**config.mk**
```make
export PLATFORM = sky130hd
export DESIGN_NAME = trafficlight_monitor
export DESIGN_NICKNAME = d
export VERILOG_FILES = /design/src/rtl/trafficlight_pkg.sv /design/src/rtl/trafficlight_monitor_light_dwell_timer.sv /design/src/rtl/trafficlight_monitor.sv
export SDC_FILE = /design/constraint.sdc
export NUM_CORES = 1
export LEC_CHECK = 0
export ABC_CLOCK_PERIOD_IN_PS = 2500
export CAP_MARGIN = 20
export CORE_MARGIN = 2
export CORE_UTILIZATION = 32
export CTS_CLUSTER_SIZE = 10
export DETAILED_ROUTE_END_ITERATION = 6
export PLACE_DENSITY_LB_ADDON = 0.05
export SETUP_SLACK_MARGIN = 0.1
export SLEW_MARGIN = 30
export SYNTH_ARGS = -nofsm -noshare
export SYNTH_HDL_FRONTEND = slang
export SYNTH_SLANG_ARGS = --single-unit
```
**constraint.sdc**
```tcl
create_clock -name clk -period 2.5 [get_ports clk]
set_input_delay 0.5 -clock clk [delete_from_list [all_inputs] [get_ports clk]]
set_output_delay 0.5 -clock clk [all_outputs]
set_load 0.005 [all_outputs]
```
**src/rtl/trafficlight_pkg.sv**
```systemverilog
// Shared light encodings, fault codes and light-rule helpers for the traffic light monitor.
package trafficlight_pkg;

    typedef logic [2:0] light_t;
    typedef logic [2:0] fcode_t;

    localparam light_t LIGHT_GREEN  = 3'b001;
    localparam light_t LIGHT_YELLOW = 3'b010;
    localparam light_t LIGHT_RED    = 3'b100;

    localparam fcode_t FC_NONE     = 3'd0;
    localparam fcode_t FC_ENC      = 3'd1;
    localparam fcode_t FC_CONFLICT = 3'd2;
    localparam fcode_t FC_SEQ      = 3'd3;
    localparam fcode_t FC_YELLOW   = 3'd4;
    localparam fcode_t FC_ALLRED   = 3'd5;

    function automatic logic light_valid(light_t l);
        return (l == LIGHT_GREEN) || (l == LIGHT_YELLOW) || (l == LIGHT_RED);
    endfunction

    // Holding the same colour is always legal; otherwise only G->Y, Y->R, R->G.
    function automatic logic legal_step(light_t prev, light_t cur);
        return (cur == prev)
            || ((prev == LIGHT_GREEN)  && (cur == LIGHT_YELLOW))
            || ((prev == LIGHT_YELLOW) && (cur == LIGHT_RED))
            || ((prev == LIGHT_RED)    && (cur == LIGHT_GREEN));
    endfunction

endpackage

```
**src/rtl/trafficlight_monitor_light_dwell_timer.sv**
```systemverilog
// Per-direction history: previous light, saturating dwell counter and transition legality.
module light_dwell_timer
    import trafficlight_pkg::*;
#(
    parameter int LIMIT = 4
) (
    input  logic       clk,
    input  logic       reset,
    input  logic [2:0] light_i,
    output logic       trans_legal_o,
    output logic       over_limit_o
);

    localparam int             CW  = $clog2(LIMIT + 2);
    localparam logic [CW-1:0]  SAT = CW'(LIMIT + 1);
    localparam logic [CW-1:0]  LIM = CW'(LIMIT);

    logic [2:0]    prev_q;
    logic [CW-1:0] dwell_q;
    logic [CW-1:0] dwell_d;

    // dwell_d counts the current sample too, so the check fires on sample LIMIT+1.
    always_comb begin
        dwell_d = CW'(1);
        if (light_i == prev_q) begin
            dwell_d = (dwell_q == SAT) ? SAT : dwell_q + 1'b1;
        end
    end

    assign trans_legal_o = legal_step(prev_q, light_i);
    assign over_limit_o  = (dwell_d > LIM);

    always_ff @(posedge clk) begin
        if (reset) begin
            prev_q  <= 3'b000;
            dwell_q <= '0;
        end else begin
            prev_q  <= light_i;
            dwell_q <= dwell_d;
        end
    end

endmodule

```
**src/rtl/trafficlight_monitor.sv**
```systemverilog
// Checks controller light outputs each cycle and latches the first fault until cleared.
module trafficlight_monitor
    import trafficlight_pkg::*;
#(
    parameter int YELLOW_MAX = 4,
    parameter int ALLRED_MAX = 8,
    parameter int CNT_W      = 8
) (
    input  logic             clk,
    input  logic             reset,
    input  logic [2:0]       ns_light,
    input  logic [2:0]       ew_light,
    input  logic             emgcy_sensor,
    input  logic             clr_fault,
    output logic             viol,
    output logic             fault,
    output logic [2:0]       fault_code,
    output logic             force_red,
    output logic [CNT_W-1:0] fault_cnt
);

    localparam int            AW   = $clog2(ALLRED_MAX + 2);
    localparam logic [AW-1:0] ASAT = AW'(ALLRED_MAX + 1);
    localparam logic [AW-1:0] ALIM = AW'(ALLRED_MAX);

    logic ns_legal, ew_legal, ns_over, ew_over;

    light_dwell_timer #(.LIMIT(YELLOW_MAX)) u_ns_timer (
        .clk          (clk),
        .reset        (reset),
        .light_i      (ns_light),
        .trans_legal_o(ns_legal),
        .over_limit_o (ns_over)
    );

    light_dwell_timer #(.LIMIT(YELLOW_MAX)) u_ew_timer (
        .clk          (clk),
        .reset        (reset),
        .light_i      (ew_light),
        .trans_legal_o(ew_legal),
        .over_limit_o (ew_over)
    );

    logic             prev_valid_q, prev_enc_bad_q;
    logic [AW-1:0]    allred_q, allred_d;
    logic             viol_q, viol_d;
    logic             fault_q, fault_d;
    fcode_t           code_q, code_d, code_now;
    logic [CNT_W-1:0] cnt_q, cnt_d;
    logic             enc_bad, both_red;

    always_comb begin
        enc_bad  = !(light_valid(ns_light) && light_valid(ew_light));
        both_red = (ns_light == LIGHT_RED) && (ew_light == LIGHT_RED);

        allred_d = '0;
        if (!emgcy_sensor && both_red) begin
            allred_d = (allred_q == ASAT) ? ASAT : allred_q + 1'b1;
        end

        // A sample after an invalid encoding has no trustworthy history for SEQ.
        code_now = FC_NONE;
        if (enc_bad) begin
            code_now = FC_ENC;
        end else if ((ns_light != LIGHT_RED) && (ew_light != LIGHT_RED)) begin
            code_now = FC_CONFLICT;
        end else if (prev_valid_q && !prev_enc_bad_q && !(ns_legal && ew_legal)) begin
            code_now = FC_SEQ;
        end else if (((ns_light == LIGHT_YELLOW) && ns_over) ||
                     ((ew_light == LIGHT_YELLOW) && ew_over)) begin
            code_now = FC_YELLOW;
        end else if (allred_d > ALIM) begin
            code_now = FC_ALLRED;
        end
        viol_d = (code_now != FC_NONE);

        fault_d = fault_q;
        code_d  = code_q;
        if (clr_fault) begin
            fault_d = viol_d;
            code_d  = viol_d ? code_now : FC_NONE;
        end else if (!fault_q && viol_d) begin
            fault_d = 1'b1;
            code_d  = code_now;
        end

        cnt_d = cnt_q;
        if (viol_d && (cnt_q != '1)) begin
            cnt_d = cnt_q + 1'b1;
        end
    end

    always_ff @(posedge clk) begin
        if (reset) begin
            prev_valid_q   <= 1'b0;
            prev_enc_bad_q <= 1'b0;
            allred_q       <= '0;
            viol_q         <= 1'b0;
            fault_q        <= 1'b0;
            code_q         <= FC_NONE;
            cnt_q          <= '0;
        end else begin
            prev_valid_q   <= 1'b1;
            prev_enc_bad_q <= enc_bad;
            allred_q       <= allred_d;
            viol_q         <= viol_d;
            fault_q        <= fault_d;
            code_q         <= code_d;
            cnt_q          <= cnt_d;
        end
    end

    assign viol       = viol_q;
    assign fault      = fault_q;
    assign force_red  = fault_q;
    assign fault_code = code_q;
    assign fault_cnt  = cnt_q;

endmodule

```
* Yosys cells after proc, flatten, opt, wreduce, memory -nomap -nowiden *
Index checks and enable logic that the tools add are counted.

word-level totals
  register bits after elaboration = 31
  latch bits = 0
  memory bits (writable) = 0
  memory bits (read-only) = 0
  input bits = 10
  output and inout port bits = 14
  word-level logic and storage cells = 90
  memories = 0

operators by class
  $add $sub $neg = 4
  multiply operators = 0
  divide/modulo/power cells = 0
  order comparisons = 3
  eq/ne operators = 20
  shifts and indexed selects = 0
  multiplexer cells = 17
  bitwise logic cells = 0
  reductions and logical operators = 35

operators by type and width
  operator                                              count
  2-to-1 mux 3 bit                                      12
  equality test 3 bit, second input constant            6
  logical AND 1 bit                                     17
  equality test 3 x 1 -> 1 bit, second input constant   4
  equality test 3 x 2 -> 1 bit, second input constant   4
  logical OR 1 bit                                      11
  adder 8 x 1 -> 8 bit, second input constant           1
  2-to-1 mux 4 bit                                      2
  inequality test 8 bit, second input constant          1
  adder 3 x 1 -> 3 bit, second input constant           2
  equality test 3 bit                                   2
  greater-than comparator 3 bit, second input constant  2
  inequality test 3 bit, second input constant          2
  logical NOT 1 bit                                     5
  adder 4 x 1 -> 4 bit, second input constant           1
  equality test 4 bit, second input constant            1
  greater-than comparator 4 bit, second input constant  1
  2-to-1 mux 1 bit                                      3
  nonzero test 3 bit                                    1
  nonzero test 2 bit                                    1

* Depth between registers and ports, before layout *
Gate-level depths: netlist of run 1.

  depth after elaboration = 15
  mapped depth = 10
  gate-level depth less buffers = 9

* Modules after synthesis *
A second synthesis of run 1 with hierarchy kept.

second synthesis, totals
  cells, all modules = 170
  area, all modules = 1520.2 µm²

by module, submodules not included
  module                instances  cells each  area each (µm²)  sequential area each (µm²)
  trafficlight_monitor  1          108         944.7            380.4
  light_dwell_timer     2          31          287.8            120.1

* Worst setup path after synthesis of run 1 *
OpenSTA, ideal clock, no wires.

  path kind = input to register
  start point = input port ew_light[0]
  end point = register cnt_q[7] (netlist: fault_cnt[7])
  library setup time = 121 ps
  arrival time = 2108 ps
  required time = 2379 ps
  setup slack = 271 ps
  stages = 8
  path buffers = 1
  cell sequence = buf_4 nor3b_1 nand4b_1 a311oi_2 nor2_1 nor4b_4 nor4_1 mux2_2

between the ends
  cells in the longest elaborated chain, start to end = 13
  elaborated cells between the ends (all ways) = 33
  classes of those cells = 2 x order compare; 5 x eq/ne; 7 x mux; 19 x reduce/logical

RTL lines
  element                                                                                 RTL line                     source
  start: declaration                                                                      trafficlight_monitor.sv:12   input logic [2:0] ew_light,
  parallel branches: the longest is 10 deep, another holds greater-than comparator 4 bit  -
  2-to-1 mux 3 bit (*)                                                                    trafficlight_monitor.sv:63   if (enc_bad) begin
  nonzero test 3 bit (*)                                                                  trafficlight_monitor.sv:75   viol_d = (code_now != FC_NONE);
  logical AND 1 bit (*)                                                                   trafficlight_monitor.sv:88   if (viol_d && (cnt_q != '1)) begin
  end signal: assignment                                                                  trafficlight_monitor.sv:109  cnt_q <= cnt_d;
  end: declaration                                                                        trafficlight_monitor.sv:49   logic [CNT_W-1:0] cnt_q, cnt_d;

Every way passes the cells marked *.
A chain may end at the register's enable or synchronous reset.

* Worst setup path in the final report of run 1 *
  start point = register allred_q[0]
  end point = register cnt_q[3] (netlist: fault_cnt[3])

between the ends
  cells in the longest elaborated chain, start to end = 11
  elaborated cells between the ends (all ways) = 12
  classes of those cells = 1 x add/sub; 1 x order compare; 1 x eq/ne; 7 x mux; 2 x reduce/logical

RTL lines
  element                                                             RTL line                     source
  start: declaration                                                  trafficlight_monitor.sv:45   logic [AW-1:0] allred_q, allred_d;
  start signal: assignment                                            trafficlight_monitor.sv:105  allred_q <= allred_d;
  adder 4 x 1 -> 4 bit / equality test 4 bit (equally long branches)  trafficlight_monitor.sv:58   allred_d = (allred_q == ASAT) ? ASAT : allred_q + 1'b1;
  2-to-1 mux 4 bit (*)                                                trafficlight_monitor.sv:58
  2-to-1 mux 4 bit (*)                                                trafficlight_monitor.sv:57   if (!emgcy_sensor && both_red) begin
  greater-than comparator 4 bit (*)                                   trafficlight_monitor.sv:72   end else if (allred_d > ALIM) begin
  2-to-1 mux 3 bit (*)                                                trafficlight_monitor.sv:72
  2-to-1 mux 3 bit (*)                                                trafficlight_monitor.sv:69   end else if (((ns_light == LIGHT_YELLOW) && ns_over) ||
  2-to-1 mux 3 bit (*)                                                trafficlight_monitor.sv:67   end else if (prev_valid_q && !prev_enc_bad_q && !(ns_legal && ew_legal)) begin
  2-to-1 mux 3 bit (*)                                                trafficlight_monitor.sv:65   end else if ((ns_light != LIGHT_RED) && (ew_light != LIGHT_RED)) begin
  2-to-1 mux 3 bit (*)                                                trafficlight_monitor.sv:63
  nonzero test 3 bit (*)                                              trafficlight_monitor.sv:75
  logical AND 1 bit (*)                                               trafficlight_monitor.sv:88

Mark *: on every way between the ends. The rest lies on a longest branch, timed or not.

==> impl_metrics.env, run 1 <==
export IMPL_synth_top_area_share_pct=38.9
export IMPL_gp_congestion=0.765
export IMPL_first_global_vias=1322
export IMPL_hold_buffers=0
export IMPL_synth_ff_type="dfxtp_1"
export IMPL_holdWs_ps=488
export IMPL_antenna_cells=0
export IMPL_nets=236
export IMPL_critical_path_top_delay_family="simple AND/OR/NAND/NOR gates"
export IMPL_path_clk_slew_ps=60
export IMPL_start_kind="flip-flop"
export IMPL_viasPerCell=4.89
export IMPL_avgSynthCellArea_um2=8.96
export IMPL_arrival_ps=2590
export IMPL_crit_fanout=7
export IMPL_synth_top_cells_by_area="dfxtp_1, nor2b_1, xnor2_1, nor2_1, a21oi_1"
export IMPL_path_class="flip-flop to flip-flop"
export IMPL_worst_pin_slew_ps=399
export IMPL_place_port_buffers=23
export IMPL_min_path_type="flip-flop to flip-flop"
export IMPL_core_rowCount=25
export IMPL_yosys_area_top_type="dfxtp_1"
export IMPL_cts_sinks=31
export IMPL_fin_crit_ps=2380
export IMPL_endpoint_kind="flip-flop"
export IMPL_power_total_uw=1040
export IMPL_core_area_um2=4750
export IMPL_cts_max_path_buffers=2
export IMPL_rr_worst_depth=8
export IMPL_syn_to_final_growth_pct=34.0
export IMPL_netlist_instances=178
export IMPL_syn_area_um2=1600
export IMPL_grt_max_degree=14
export IMPL_start_util_pct=33.6
export IMPL_clkLatencyLatePin_ps=270
export IMPL_num_vias=1414
export IMPL_drc=0
export IMPL_gr_total_overflow=0
export IMPL_drt_iter0_drc=72
export IMPL_cp_endpoint="fault_cnt[3]"
export IMPL_worst_path_buf_inv=1
export IMPL_antenna_found_initial=0
export IMPL_drtPass1Iterations=4
export IMPL_max_slew_margin_pct=73.4
export IMPL_dp_hpwl_mm=2.56
export IMPL_dieHeight_um=74.6
export IMPL_synthTopCellsByCount="dfxtp_1, nor2_1, nor2b_1"
export IMPL_wl_mm=3.64
export IMPL_ff2ff_setup_slack_ps=120
export IMPL_dieArea_um2=5570
export IMPL_synth_edf_count=0
export IMPL_finalCritPeriodShare_pct=95.1
export IMPL_power_density_nw_per_um2=487
export IMPL_fillers=478
export IMPL_peakVddDrop_uv=231
export IMPL_synth_most_common_cell="dfxtp_1"
export IMPL_antenna_left=0
export IMPL_cp_cell_sequence="ha_1 > mux2_2 > a311oi_2 > nor2_1 > nor4b_4 > buf_4 > or4_1 > a21oi_1"
export IMPL_syn_nets=191
export IMPL_power_leakage_uw=0.000787
export IMPL_tritoncts="yes"
export IMPL_fin_skew_ps=1.65
export IMPL_rr_startpoint="allred_q[0]"
export IMPL_die_w_um=74.6
export IMPL_yosys_register_bits=31
export IMPL_cts_root_buffer="clkbuf_8"
export IMPL_cpPeakStageDelay_ps=500
export IMPL_max_freq_mhz=421
export IMPL_hold_viol=0
export IMPL_status="finished clean"
export IMPL_htreeDepth=2
export IMPL_cp_slowest_cell="or4_1"
export IMPL_critPathLaunch="allred_q[0]"
export IMPL_synthArstFlopShare_pct=0
export IMPL_synth_cell_types=45
export IMPL_setup_viol=0
export IMPL_wl_per_cell_um=12.6
export IMPL_slew_viol_final=0
export IMPL_cts_made_buffers=5
export IMPL_timing_rr_end="fault_cnt[3]"
export IMPL_rsz0062_at_grt="true"
export IMPL_boundaryPins=24
export IMPL_yosysWarningCount=0
export IMPL_worstPathRequired_ps=2710
export IMPL_grtUsageTotal_pct=14.5
export IMPL_grt_pass1_wl_mm=6.20
export IMPL_cap_violations=0
export IMPL_drive_gt1_share_pct=23.9
export IMPL_synth_seq_area_share_pct=38.9
export IMPL_cp_depth=8
-- cell usage in the layout, fill, tap and decap left out, types with 3 or more instances in the layout --
| cell | n |
|---|---|
| clkbuf_2 | 4 |
| and3_1 | 3 |
| mux2i_1 | 3 |
| buf_6 | 3 |
| buf_4 | 22 |
| nand2_1 | 9 |
| o21ai_0 | 5 |
| nand2b_1 | 3 |
| a21oi_1 | 11 |
| nand3_1 | 6 |
| a31oi_1 | 3 |
| nor2_1 | 15 |
| clkdlybuf4s50_1 | 17 |
| dfxtp_1 | 29 |
| o31ai_1 | 4 |
| inv_1 | 6 |
| xnor2_1 | 8 |
| nor3_1 | 7 |
| nor2b_1 | 12 |
| clkbuf_8 | 5 |
-- sequential cells by signal, summed over array words and instances (netlist names), 3 cells and up --
name                count
allred_q                4
fault_cnt               8
u_ew_timer.dwell_q      3
fault_code              3
u_ns_timer.dwell_q      3
u_ns_timer.prev_q       3
u_ew_timer.prev_q       3
-- what timing repair did --
| action | 4_1_cts | 5_1_grt |
|---|---|---|
| cloned | 0 | 0 |
| endpoints found under the hold margin | 0 | 0 |
| endpoints found under the setup margin | 10 | 10 |
| pin swaps | 10 | 3 |
| gates resized for setup | 14 | 12 |
| buffers inserted | 8 | 1 |
-- final cells by class --
cell class | instances | area, um^2 | share of cell area, %
clock buffer | 6 | 72.6 | 3.40
sequential | 31 | 623 | 29.2
timing repair buffer | 48 | 407 | 19.0
multi-input combinational | 131 | 928 | 43.4
tap | 67 | 83.8 | 3.92
inverter | 6 | 22.5 | 1.05
-- power by group --
group	switching (uW)	total, uW	internal [uW]
Clock	165	350	185
Sequential	18.0	533	515
Combinational	71.5	158	86.2
Total	255	1040	786
-- routing by layer --
| layer | track usage, % | part of all wire, % | up-vias |
|---|---|---|---|
| met3 | 4.07 | 3.8 | 7 |
| met2 | 20.7 | 42 | 28 |
| met5 | 0 | 0 | - |
| met1 | 21.1 | 53 | 652 |
| li1 | - | - | 727 |
| met4 | 4.76 | 1.2 | 0 |
-- cells by family after synthesis --
kind of cell / share of synthesized area, %
compound gates: 16.4
flops: 38.9
simple gates: 28.5
buf+inv: 5.10
fa+ha+maj: 2.35
xor+xnor: 5.49
mux: 3.29
-- per-stage QoR --
stage	std cells	setup WS [ps]	setup TNS, ps	util (%)	instance area [um^2]
after CTS	289	103	0	45.1	2140
after global placement	275	-463	-3340	41.6	1980
after detailed placement	275	-561	-4140	41.6	1980
after floorplan	178	271	0	-	1600
final	289	123	0	44.9	2140
after global routing	289	30.9	0	44.9	2140
-- worst min path at each step --
stage,startpoint,endpoint,slack (ps),depth (start not counted)
floorplan,allred_q[0],allred_q[0],480,1
global placement,fault_code[0],fault_code[0],500,2
detailed placement,fault_code[0],fault_code[0],490,2
CTS,fault_code[0],fault_code[0],500,2
global route,allred_q[0],allred_q[0],520,1
finish,allred_q[0],allred_q[0],490,1
Note: power is estimated with default switching activity, not from simulation.
==> run 2: changes to the inputs <==
--- a/config.mk
+++ b/config.mk
@@ -5,11 +5,11 @@
 export SDC_FILE = /design/constraint.sdc
 export NUM_CORES = 1
 export LEC_CHECK = 0
+export ABC_AREA = 1
 export ABC_CLOCK_PERIOD_IN_PS = 2500
 export CAP_MARGIN = 20
 export CORE_MARGIN = 2
 export CORE_UTILIZATION = 32
-export CTS_CLUSTER_SIZE = 10
 export DETAILED_ROUTE_END_ITERATION = 6
 export PLACE_DENSITY_LB_ADDON = 0.05
 export SETUP_SLACK_MARGIN = 0.1
==> run 2 against run 1 <==
  * Fmax is 11% higher
  * Sequential share of layout area up 1.2 points
  * Synthesized area grew 0.16%
  * Non-clock buffer count is 21 lower
  * Global-route usage is 1.6 points lower
  * Synthesized cell count is 31% higher
  * Largest power group unchanged
==> impl_metrics.env, run 2 <==
export IMPL_power_density_nw_per_um2=574
export IMPL_arrival_ps=2320
export IMPL_viasPerCell=4.37
export IMPL_synth_ff_type="dfxtp_1"
export IMPL_cts_sinks=31
export IMPL_antenna_found_initial=0
export IMPL_cp_cell_sequence="clkdlybuf4s50_1 > nor3_2 > nand2_1 > nand2_1 > nand2_1 > nand2_1 > nand2_1 > nand2_2 > nand2_1 > nand2_1 > nand3_2 > buf_12 > a21oi_1 > nor2_1"
export IMPL_start_util_pct=33.6
export IMPL_grt_use_met3_pct=3.61
export IMPL_die_w_um=74.7
export IMPL_peakVddDrop_uv=393
export IMPL_nets=276
export IMPL_max_freq_mhz=466
export IMPL_grt_max_degree=20
export IMPL_dieHeight_um=74.7
export IMPL_grtUsageTotal_pct=12.9
export IMPL_yosys_area_top_type="dfxtp_1"
export IMPL_avgSynthCellArea_um2=6.86
export IMPL_drt_iter0_drc=46
export IMPL_hold_viol=0
export IMPL_grt_busiest_layer="met2"
export IMPL_synth_cell_types=26
export IMPL_cap_violations=0
export IMPL_synthArstFlopShare_pct=0
export IMPL_antenna_cells=0
export IMPL_slew_viol_final=0
export IMPL_drtPass1Iterations=4
export IMPL_rsz0062_at_grt="false"
export IMPL_setup_viol=0
export IMPL_synth_most_common_cell="nand2_1"
export IMPL_status="finished clean"
export IMPL_cts_resized=0
export IMPL_cts_made_buffers=5
export IMPL_gr_total_overflow=0
export IMPL_dieArea_um2=5570
export IMPL_final_common_cell="nand2_1"
export IMPL_largest_register_ffs=8
export IMPL_first_global_vias=1340
export IMPL_yosys_register_bits=31
export IMPL_cts_max_path_buffers=2
export IMPL_synth_edf_count=0
export IMPL_min_path_type="flip-flop to flip-flop"
export IMPL_max_slew_margin_pct=78.6
export IMPL_hold_buffers=0
export IMPL_start_kind="primary input"
export IMPL_yosysWarningCount=0
export IMPL_place_port_buffers=23
export IMPL_synth_seq_area_share_pct=38.8
export IMPL_netlist_instances=233
export IMPL_grtUsageMet2_pct=20.3
export IMPL_cp_slowest_cell="clkdlybuf4s50_1"
export IMPL_antenna_left=0
export IMPL_core_area_um2=4750
export IMPL_power_leakage_uw=0.000886
export IMPL_boundaryPins=24
export IMPL_syn_to_final_growth_pct=28.0
export IMPL_syn_nets=246
export IMPL_tritoncts="yes"
export IMPL_synth_top_area_share_pct=38.8
export IMPL_worstPathRequired_ps=2680
export IMPL_crit_fanout=9
export IMPL_cpPeakStageDelay_ps=490
export IMPL_fin_skew_ps=8.62
export IMPL_layout_common_cells="nand2_1, nor2_1, dfxtp_1, inv_1, nand3_1"
export IMPL_htreeDepth=2
export IMPL_drc=0
export IMPL_holdWs_ps=494
export IMPL_drive_gt1_share_pct=11.0
export IMPL_core_rowCount=25
export IMPL_finalCritPeriodShare_pct=85.9
export IMPL_synthTopCellsByCount="nand2_1, nor2_1, dfxtp_1"
export IMPL_path_class="primary input to flip-flop"
export IMPL_worst_pin_slew_ps=312
export IMPL_grt_use_met1_pct=17.0
export IMPL_post_cts_setup_buffers=0
export IMPL_synth_top_cells_by_area="dfxtp_1, nand2_1, nor2_1, nand3_1, inv_1"
export IMPL_tns_ps=0
export IMPL_clkLatencyLatePin_ps=280
export IMPL_dp_hpwl_mm=2.49
export IMPL_gp_congestion=0.848
export IMPL_grt_pass1_wl_mm=5.58
export IMPL_wl_mm=3.24
export IMPL_cts_root_buffer="clkbuf_8"
export IMPL_wl_per_cell_um=9.78
export IMPL_syn_area_um2=1600
export IMPL_path_clk_slew_ps=70
export IMPL_num_vias=1447
export IMPL_fin_crit_ps=2150
export IMPL_endpoint_kind="flip-flop"
export IMPL_crit_top_cell="nand2_1"
==> run 2: changes by cell type after synthesis, moves of 5 or more <==
| cell | previous run | this run |
|---|---|---|
| a21oi_1 | 11 | 16 |
| inv_1 | 6 | 29 |
| nand2_1 | 9 | 45 |
| nand3_1 | 6 | 25 |
| nor2_1 | 16 | 37 |
| nor2b_1 | 12 | 0 |
| xnor2_1 | 8 | 3 |
==> run 2: critical path: cells and delay by family <==
| kind | cells | cell delay, ps |
|---|---|---|
| buffers and inverters | 2 | 670 |
| and+or+nand+nor | 11 | 1030 |
| AOI/OAI and AO/OA | 1 | 120 |
==> run 2: routing by layer <==
layer	vias up	wire (um)	part of all wire [%]
li1	794	-	-
met1	627	1700	53
met2	22	1390	43
met3	4	108	3.3
met4	0	36	1.1
met5	-	0	0
==> run 2: final timing paths <==
check / from / endpoint / slack [ps] / cells past startpoint
min reg2reg: u_ew_timer.dwell_q[1] / u_ew_timer.dwell_q[1] / 490 / 1
max reg2reg: allred_q[0] / fault_cnt[0] / 620 / 13
max: ns_light[2] / fault_cnt[0] / 350 / 14
min: u_ew_timer.dwell_q[1] / u_ew_timer.dwell_q[1] / 490 / 1
==> run 2: cells by family after synthesis <==
| group | after synthesis | synth area share, % |
|---|---|---|
| AO/OA/AOI/OAI | 24 | 7.91 |
| XOR/XNOR | 8 | 4.39 |
| adder cells (fa/ha/maj) | 3 | 2.35 |
| buffers and inverters | 38 | 9.63 |
| flip-flops | 31 | 38.8 |
| AND/OR/NAND/NOR | 129 | 36.9 |
==> run 2: stage by stage <==
step	cells	setup slack (ps)	total power [uW]	util, %	cell area [um^2]
after floorplan	233	762	614	-	1600
after global placement	323	55.5	676	40.6	1930
after detailed placement	323	33.0	674	40.6	1930
after CTS	331	340	1190	43.0	2050
after global routing	331	118	1230	43.0	2050
final	331	353	1170	43.0	2050
==> run 2: layout make-up <==
cell class,count,area [um^2]
clock inverters,2,35.0
flip-flops and latches,31,621
fillers,511,2710
repair buffers,27,273
inverters,34,128
well taps,67,83.8
multi-input cells,164,823
clock buffers,6,82.6
==> run 2: report_power, final <==
| part | internal [uW] | switching [uW] | total (uW) |
|---|---|---|---|
| clock | 322 | 191 | 513 |
| combinational | 64.2 | 67.1 | 131 |
| sequential | 514 | 15.2 | 529 |
| total | 901 | 273 | 1170 |
